===== config.mk =====
export PLATFORM = sky130hd
export DESIGN_NAME = exe_branch_resolver
export DESIGN_NICKNAME = d
export VERILOG_FILES = /design/src/rtl/exe_branch_resolver.sv
export SDC_FILE = /design/constraint.sdc
export NUM_CORES = 1
export LEC_CHECK = 0
export ABC_AREA = 0
export BUFFER_PORTS_ARGS = -buffer_cell sky130_fd_sc_hd__buf_2
export CAP_MARGIN = 20
export CORE_UTILIZATION = 30
export CTS_CLUSTER_SIZE = 25
export DETAILED_ROUTE_END_ITERATION = 8
export GPL_TIMING_DRIVEN = 0
export HOLD_SLACK_MARGIN = 0.06
export SYNTH_ARGS = -nofsm -noshare
export SYNTH_HDL_FRONTEND = slang
export SYNTH_SLANG_ARGS = --single-unit

===== constraint.sdc =====
create_clock -name clk -period 2.2 [get_ports clk]
set_clock_uncertainty 0.1 [all_clocks]
set_input_delay 0.44 -clock clk [delete_from_list [all_inputs] [get_ports clk]]
set_output_delay 0.44 -clock clk [all_outputs]
set_load 0.05 [all_outputs]

===== src/rtl/exe_branch_resolver.sv =====
// Execute-stage jump resolver: turns taken jumps into a one-cycle PC
// redirect plus a timed flush of the IF/ID and ID/EXE registers.
//
// Ports:
//   clk, rst          clock, synchronous active-high reset
//   ex_valid_in       EXE instruction valid (pc_en from ID/EXE)
//   jenable_in        EXE instruction is a jump
//   jop_lsb_in        0 = unconditional, 1 = jump if zero_in
//   jaddr_in          jump target
//   zero_in           ALU zero flag
//   stall_in          pipeline stall, EXE instruction held
//   pc_load_out       one-cycle PC redirect strobe
//   pc_target_out     redirect target (held between jumps)
//   flush_ifid_out    clear IF/ID register
//   flush_idexe_out   clear ID/EXE register
//   busy_out          resolver is flushing
//   taken_cnt_out     saturating taken-jump count
module exe_branch_resolver #(
  parameter int ADDR_W       = 13,
  parameter int FLUSH_CYCLES = 2,
  parameter int CNT_W        = 16
) (
  input  logic              clk,
  input  logic              rst,
  input  logic              ex_valid_in,
  input  logic              jenable_in,
  input  logic              jop_lsb_in,
  input  logic [ADDR_W-1:0] jaddr_in,
  input  logic              zero_in,
  input  logic              stall_in,
  output logic              pc_load_out,
  output logic [ADDR_W-1:0] pc_target_out,
  output logic              flush_ifid_out,
  output logic              flush_idexe_out,
  output logic              busy_out,
  output logic [CNT_W-1:0]  taken_cnt_out
);

  typedef enum logic {
    S_IDLE,
    S_FLUSH
  } state_t;

  localparam logic [3:0] LP_CNT_INIT =
    4'(FLUSH_CYCLES - 1);
  localparam logic [CNT_W-1:0] LP_TAKEN_MAX = '1;

  state_t              r_state;
  logic [3:0]          r_cnt;
  logic                r_pc_load;
  logic [ADDR_W-1:0]   r_target;
  logic                r_flush;
  logic                r_busy;
  logic [CNT_W-1:0]    r_taken;

  state_t              w_state_nxt;
  logic [3:0]          w_cnt_nxt;
  logic                w_pc_load_nxt;
  logic [ADDR_W-1:0]   w_target_nxt;
  logic                w_flush_nxt;
  logic                w_busy_nxt;
  logic [CNT_W-1:0]    w_taken_nxt;
  logic                w_take;

  // A stalled EXE instruction is not evaluated, so a held jump is
  // counted once, on its first unstalled edge.
  assign w_take = ex_valid_in & jenable_in &
                  (~jop_lsb_in | zero_in) & ~stall_in;

  always_comb begin
    w_state_nxt   = r_state;
    w_cnt_nxt     = r_cnt;
    w_pc_load_nxt = 1'b0;
    w_target_nxt  = r_target;
    w_flush_nxt   = r_flush;
    w_busy_nxt    = r_busy;
    w_taken_nxt   = r_taken;
    unique case (r_state)
      S_IDLE: begin
        if (w_take) begin
          w_state_nxt   = S_FLUSH;
          w_cnt_nxt     = LP_CNT_INIT;
          w_pc_load_nxt = 1'b1;
          w_target_nxt  = jaddr_in;
          w_flush_nxt   = 1'b1;
          w_busy_nxt    = 1'b1;
          if (r_taken != LP_TAKEN_MAX)
            w_taken_nxt = r_taken + 1'b1;
        end
      end
      S_FLUSH: begin
        // Jump inputs here belong to wrong-path instructions.
        if (!stall_in) begin
          if (r_cnt == 4'd0) begin
            w_state_nxt = S_IDLE;
            w_flush_nxt = 1'b0;
            w_busy_nxt  = 1'b0;
          end else begin
            w_cnt_nxt = r_cnt - 4'd1;
          end
        end
      end
    endcase
  end

  always_ff @(posedge clk) begin
    if (rst) begin
      r_state   <= S_IDLE;
      r_cnt     <= 4'd0;
      r_pc_load <= 1'b0;
      r_target  <= '0;
      r_flush   <= 1'b0;
      r_busy    <= 1'b0;
      r_taken   <= '0;
    end else begin
      r_state   <= w_state_nxt;
      r_cnt     <= w_cnt_nxt;
      r_pc_load <= w_pc_load_nxt;
      r_target  <= w_target_nxt;
      r_flush   <= w_flush_nxt;
      r_busy    <= w_busy_nxt;
      r_taken   <= w_taken_nxt;
    end
  end

  assign pc_load_out     = r_pc_load;
  assign pc_target_out   = r_target;
  assign flush_ifid_out  = r_flush;
  assign flush_idexe_out = r_flush;
  assign busy_out        = r_busy;
  assign taken_cnt_out   = r_taken;

endmodule

-- Yosys cells after proc, flatten, opt, wreduce, memory -nomap -nowiden
Cells that the tools add are included.
Widths: inputs -> output; s select.
- muxes and demuxes: 12
- equality and inequality tests: 5
- multiply operators: 0
- add/subtract/negate cells: 2
- shift-type cells: 0
- divide/modulo/power cells: 0
- reductions and logical operators: 6
- bitwise gates (word level): 7
- $lt $le $gt $ge: 0
- operators with widths (cell ; number):
    $add 16x1->16 const B ; 1
    $ne 16x16->1 const B ; 1
    $mux 4 ; 3
    $reduce_and 3->1 ; 3
    $pmux 4 s2 ; 1
    $mux 1 ; 6
    $ne 2x2->1 const B ; 3
    $logic_not 4->1 ; 1
    $pmux 1 s2 ; 2
    $sub 4x1->4 const B ; 1
    $and 1x1->1 ; 3
    $not 1->1 ; 3
    $ne 2x1->1 const B ; 1
    $reduce_and 2->1 ; 1
    $reduce_or 2->1 ; 1
    $or 1x1->1 ; 1
- bits in writable memories: 0
- bits in read-only memories: 0
- word-level logic and storage cells: 38
- register bits after elaboration: 36
- memories: 0
- bits in latches: 0
- input bits: 20

-- Logic depth before layout (Yosys ltp)
Gate-level depths: netlist (run 1).
- depth after elaboration: 6
- depth in mapped cells: 6
- depth with buffers taken out: 6

-- Least setup slack after synthesis (run 1)
No wires, ideal clock.
- path kind: register -> register
- start point: reg r_taken[0] (netlist: taken_cnt_out[0])
- end point: reg r_taken[3] (netlist: taken_cnt_out[3])
- arrival time: 1.878 ns
- cell stages (with the launch flop): 6
- path slack: 0.098 ns
- cell sequence: dfxtp_1 ha_1 nand2_1 nor4_4 a211oi_1 mux2_1
- longest elaborated chain between the ends: 2
- elaborated cells on any way between the ends: 3
- those cells by class: add/sub (1); eq/ne (1); reduce/logical (1)
- RTL lines (item ; RTL line ; source):
    start, declared ; 54 ; logic [CNT_W-1:0] r_taken;
    start signal, assigned ; 122 ; r_taken <= w_taken_nxt;
    branches (longest 2 deep; another with $add 16x1->16) ; n/a ;
Parallel ways; which one is timed is not known.
A chain may end at the register's enable or synchronous reset.

-- Final worst setup path (run 1)
- start point: reg r_taken[0] (netlist: taken_cnt_out[0])
- end point: reg r_taken[5] (netlist: taken_cnt_out[5])
The elaborated chain is that of the path after synthesis.

==> results.json, run 1 <==
{
  "status": "completed",
  "ys_seq_elements": 36,
  "layout_common_cells": "buf_2, dfxtp_1, nand2_1",
  "cp.required_ns": 2.27,
  "antenna_found_initial": 0,
  "hold_ws_ns": 0.284,
  "gp_congestion": 0.800,
  "min_period_ns": 2.02,
  "critPathCapture": "taken_cnt_out[5]",
  "r2r_setup_slack_ns": 0.18,
  "utilization_pct": 39.2,
  "postCtsSetupBuffers": 0,
  "dp_slack_ns": 0.0499,
  "r2r-start": "taken_cnt_out[0]",
  "power.density_mw_per_mm2": 582,
  "fillers": 606,
  "synthArstFlopShare_pct": 0,
  "worstSetupPathType": "reg -> reg",
  "slew_headroom_pct": 66.0,
  "end_kind": "flip-flop",
  "post_drt_wl_per_cell_um": 11.9,
  "first_iter_violations": 54,
  "seq_area_frac_synth_pct": 41.2,
  "routed_wl_mm": 4.06,
  "arrival_ns": 2.09,
  "ctsHoldBuffers": 0,
  "final_max_slew_viol_count": 0,
  "grt_pass1_vias": 1535,
  "io_buffer_count": 51,
  "syn_avg_cell_area_um2": 8.38,
  "vias": 1672,
  "worst_slack_ns": 0.180,
  "num_rows": 27,
  "grt_setup_unrepaired": "no",
  "dp_cells": 332,
  "dpl.hpwl_mm": 3.04,
  "core_mm2": 0.00557,
  "cts_sinks": 36,
  "dpl-instance-area_mm2": 0.00210,
  "clockBufferDepth": 2,
  "ctsRootBufferMaster": "clkbuf_8",
  "synth_cell_types": 45,
  "syn-cell-area_mm2": 0.00175,
  "finalSetupTns_ns": 0,
  "tightest_slew_ns": 0.506,
  "finalHoldViolations": 0,
  "startpoint_type": "flip-flop",
  "grt_overflow": 0,
  "mostFrequentLayoutCell": "buf_2",
  "detail-route-antenna-nets": 0,
  "grt_pass1_wl_mm": 6.93,
  "fin_nets": 289,
  "reg2regPathDepth": 5,
  "ir_drop_v": 0.000342,
  "regToRegEndpoint": "taken_cnt_out[5]",
  "drive_gt1_share_pct": 29.5,
  "start_util_pct": 31.4,
  "cts_made_buffers": 5,
  "yosys_warnings": 0,
  "synth-main-ff-cell": "dfxtp_1",
  "p_leak_nw": 0.911,
  "synth_cells": 209,
  "setup_viol": 0,
  "crit_fanout": 7,
  "grt_max_degree": 13,
  "synth_fp_nets": 231,
  "hp-class": "in -> reg",
  "firstDrtPassIters": 4,
  "total_power_mw": 1.27,
  "cts_tree": "yes",
  "die_height_um": 78.4,
  "via_per_inst": 4.92,
  "top_level_ports": 53,
  "fin_crit_sh_pct": 91.8,
  "instances_no_fill": 340,
  "crit_path_start": "taken_cnt_out[0]",
  "grt_use_total_pct": 14.4,
  "h-tree-depth": 2,
  "drv_cap": 0,
  "diodes": 0,
  "drc": 0,
  "cts_resized": 0,
  "dieArea_mm2": 0.00614,
  "clk_pin_slew_ns": 0.08,
  "area_growth_pct": 24.7,
  "synth-edff-count": 0,
  "design_area_mm2": 0.00218,
  "fmax_ghz": 0.495,
  "worstSkewPairLatency_ns": 0.29,
  "die-width_um": 78.4
}
==> layout make-up <==
| cell class | count | area [µm²] | share of cell area (%) |
|---|---|---|---|
| plain buffers | 13 | 61.3 | 2.81 |
| clock buffers | 5 | 68.8 | 3.15 |
| clock inverters | 3 | 18.8 | 0.860 |
| inverters | 6 | 22.5 | 1.03 |
| multi-input cells | 154 | 946 | 43.3 |
| flip-flops and latches | 36 | 721 | 33.0 |
| well taps | 72 | 90.1 | 4.13 |
| repair buffers | 51 | 255 | 11.7 |
==> cell usage after synthesis, types with 2 or more instances <==
master	n	area, µm²
dfxtp_1	36	721
nand2_1	33	124
a21oi_1	23	115
nor2_1	16	60.1
clkbuf_1	8	30.0
nand4_1	8	50.1
nor2b_1	8	50.1
nor3_1	8	40.0
inv_1	6	22.5
mux2_2	6	67.6
nand3_1	5	25.0
mux2_1	4	45.0
nand2b_1	4	25.0
o21ai_0	4	20.0
a211oi_1	3	22.5
and3_1	3	18.8
buf_4	3	22.5
o31ai_1	3	22.5
ha_1	2	25.0
==> layer usage <==
layer	track usage, %	routed length, µm	part of all wire [%]	vias up
met1	16.8	1860	46	774
met2	24.9	1940	48	41
li1	-	-	-	852
met3	3.49	191	4.7	5
met4	6.67	63	1.6	0
met5	0	0	0	-
==> state kept, by name, summed over array words and instances, names as in the netlist <==
name and cells:
busy_out 1, r_cnt 4, pc_load_out 1, pc_target_out 13, r_state 1, taken_cnt_out 16
==> worst min-delay path by stage <==
stage / cells past startpoint / to / slack (ns) / start
after floorplan: 2 / r_cnt[1] / 0.35 / r_cnt[1]
after global placement: 2 / pc_target_out[1] / 0.34 / pc_target_out[1]
after detailed placement: 2 / pc_target_out[1] / 0.35 / pc_target_out[1]
after CTS: 3 / pc_target_out[1] / 0.27 / jaddr_in[1]
after global routing: 3 / pc_target_out[12] / 0.28 / jaddr_in[12]
final: 3 / pc_target_out[11] / 0.28 / jaddr_in[11]
==> power breakdown <==
part	leakage, nW	total (mW)	internal, mW	switching, mW
clock	0.0479	0.476	0.221	0.255
combinational	0.572	0.125	0.0396	0.0857
sequential	0.291	0.669	0.662	0.00733
==> kinds of logic (layout without fill, tap and decap cells) <==
| group | after synthesis | after routing | share of synthesized area, % |
|---|---|---|---|
| simple gates | 103 | 103 | 32.5 |
| flops | 36 | 36 | 41.2 |
| compound gates | 38 | 38 | 13.2 |
| fa+ha+maj | 2 | 2 | 1.43 |
| mux | 11 | 11 | 7.00 |
| buf+inv | 19 | 78 | 4.79 |
==> worst max-delay path, stage by stage (launching register included) <==
cell and delay [ns]:
dfxtp_1 0.43, ha_1 0.33, nand2_1 0.15, nor4_4 0.41
a2111oi_2 0.15, mux2_1 0.34
No activity file was read; power rests on OpenSTA's default activity.
==> run 2, diff against run 1 <==
--- a/config.mk
+++ b/config.mk
@@ -8,6 +8,7 @@
 export ABC_AREA = 0
 export BUFFER_PORTS_ARGS = -buffer_cell sky130_fd_sc_hd__buf_2
 export CAP_MARGIN = 20
+export CORE_MARGIN = 8
 export CORE_UTILIZATION = 30
 export CTS_CLUSTER_SIZE = 25
 export DETAILED_ROUTE_END_ITERATION = 8
==> constraint.sdc (replaced) <==
create_clock -name clk -period 1.6 [get_ports clk]
set_clock_uncertainty 0.1 [all_clocks]
set_input_delay 0.32 -clock clk [delete_from_list [all_inputs] [get_ports clk]]
set_output_delay 0.32 -clock clk [all_outputs]
set_load 0.05 [all_outputs]
==> run 2 against run 1 <==
The flow now finishes with violations (negative setup slack). Die area rose by 39%. Combinational power rose by 77%. Critical path depth up 1. Clock-buffer cell count increased by 1. Non-clock buffer count increased by 24. Worst setup slack got worse by 0.33 ns. Design area increased by 28%. Maximum frequency grew 15%. Cell count rose by 7.9%.
==> results.json, run 2 (synthesis gave the netlist of run 1 again) <==
{
  "startpoint_type": "flip-flop",
  "area_growth_pct": 59.8,
  "antenna_found_initial": 0,
  "crit_fanout": 3,
  "dpl-instance-area_mm2": 0.00221,
  "diodes": 0,
  "fmax_ghz": 0.571,
  "fin_crit_sh_pct": 109,
  "io_buffer_count": 51,
  "critPathSlowestCell": "or4b_1",
  "cts_sinks": 36,
  "dieArea_mm2": 0.00853,
  "detail-route-antenna-nets": 0,
  "end_kind": "flip-flop",
  "num_rows": 28,
  "ir_drop_v": 0.000434,
  "crit_family": "simple AND/OR/NAND/NOR gates",
  "grt_use_total_pct": 11.8,
  "status": "finished with violations",
  "die-width_um": 92.4,
  "cts_made_buffers": 5,
  "multi_input_area_mm2": 0.00124,
  "grt_pass1_vias": 1727,
  "cts_tree": "yes",
  "slew_headroom_pct": 66.5,
  "clk_pin_slew_ns": 0.08,
  "seq_area_um2": 779,
  "violations": "negative setup slack",
  "setup_viol": 23,
  "drv_cap": 0,
  "arrival_ns": 1.88,
  "grt_overflow": 0,
  "finalHoldViolations": 0,
  "design_area_mm2": 0.00280,
  "hp-class": "in -> reg",
  "core_mm2": 0.00578,
  "vias": 1801,
  "grt_max_degree": 13,
  "h-tree-depth": 2,
  "drive_gt1_share_pct": 57.2,
  "final_max_slew_viol_count": 0,
  "cp_cell_sequence": "inv_2 -> ha_4 -> or3b_4 -> a32oi_2 -> or4b_1 -> a21oi_2",
  "mostFrequentLayoutCell": "buf_2",
  "path_buf_inv": 1,
  "ctsHoldBuffers": 0,
  "grt_pass1_wl_mm": 8.30,
  "power.density_mw_per_mm2": 669,
  "layout_common_cells": "buf_2, nand2_1, buf_4",
  "fillers": 537,
  "firstDrtPassIters": 4,
  "finalSetupTns_ns": -0.977,
  "via_per_inst": 4.91,
  "total_power_mw": 1.87,
  "tightest_slew_ns": 0.502,
  "cpPeakStageDelay_ns": 0.56,
  "worst_slack_ns": -0.152,
  "gp_congestion": 0.735,
  "min_period_ns": 1.75,
  "routed_wl_mm": 5.40,
  "largest_reg_flops": 16,
  "first_iter_violations": 89,
  "dpl.hpwl_mm": 3.44,
  "post_drt_wl_per_cell_um": 14.7,
  "p_leak_nw": 1.15,
  "cp.required_ns": 1.73,
  "ctsRootBufferMaster": "clkbuf_8",
  "die_height_um": 92.4,
  "worstSkewPairLatency_ns": 0.29,
  "worstSetupPathType": "reg -> reg",
  "drc": 0,
  "grt_setup_unrepaired": "yes",
  "start_util_pct": 30.3,
  "top_level_ports": 53,
  "clockBufferDepth": 2,
  "fin_nets": 313
}
-- run 2: metal layers --
layer	wire length, µm	share of wire (%)	track usage, %
met5	0	0	0
met4	132	2.4	5.37
met3	164	3.0	2.75
met2	2780	51	20.0
met1	2320	43	13.8
-- run 2: area by class of cell --
cell class / count / area share (%)
Tap cell: 75 / 3.36
Sequential cell: 36 / 27.9
Clock inverter: 2 / 0.403
Timing Repair Buffer: 77 / 17.4
Inverter: 6 / 0.805
Buffer: 11 / 2.42
Clock buffer: 6 / 3.36
Multi-Input combinational cell: 154 / 44.4
-- run 2: what timing repair did --
item,in CTS,in global routing
setup buffers,12,13
pin swaps,19,21
setup endpoints to repair,32,29
gates cloned,0,1
gates resized for setup,35,37
-- run 2: power breakdown --
group / total (mW) / internal [mW] / switching, mW
sequential: 0.898 / 0.888 / 0.0100
clock: 0.753 / 0.400 / 0.353
combinational: 0.221 / 0.0823 / 0.139
total: 1.87 / 1.37 / 0.502
-- run 2: path summary, 6_finish.rpt --
| path | slack [ns] | depth (start not counted) | start | end |
|---|---|---|---|---|
| worst max-delay path | -0.15 | 6 | r_cnt[0] | r_cnt[3] |
| worst min-delay path | 0.16 | 3 | jaddr_in[9] | pc_target_out[9] |
| worst max register to register | -0.15 | 6 | r_cnt[0] | r_cnt[3] |
| worst min register to register | 0.35 | 2 | pc_target_out[12] | pc_target_out[12] |
-- run 2: worst min-delay path: stages --
cell     delay, ns
buf_2         0.09
nand2_1       0.04
a21oi_1       0.05
-- run 2: stage by stage --
stage / hold slack, ns / setup slack [ns] / utilization, % / instances
after global routing: 0.161 / -0.226 / 48.4 / 367
after detailed placement: 0.343 / -0.498 / 38.2 / 335
after floorplan: 0.342 / -0.217 / - / 209
final: 0.158 / -0.152 / 48.4 / 367
after global placement: 0.339 / -0.483 / 38.2 / 335
after CTS: 0.148 / -0.122 / 44.0 / 354
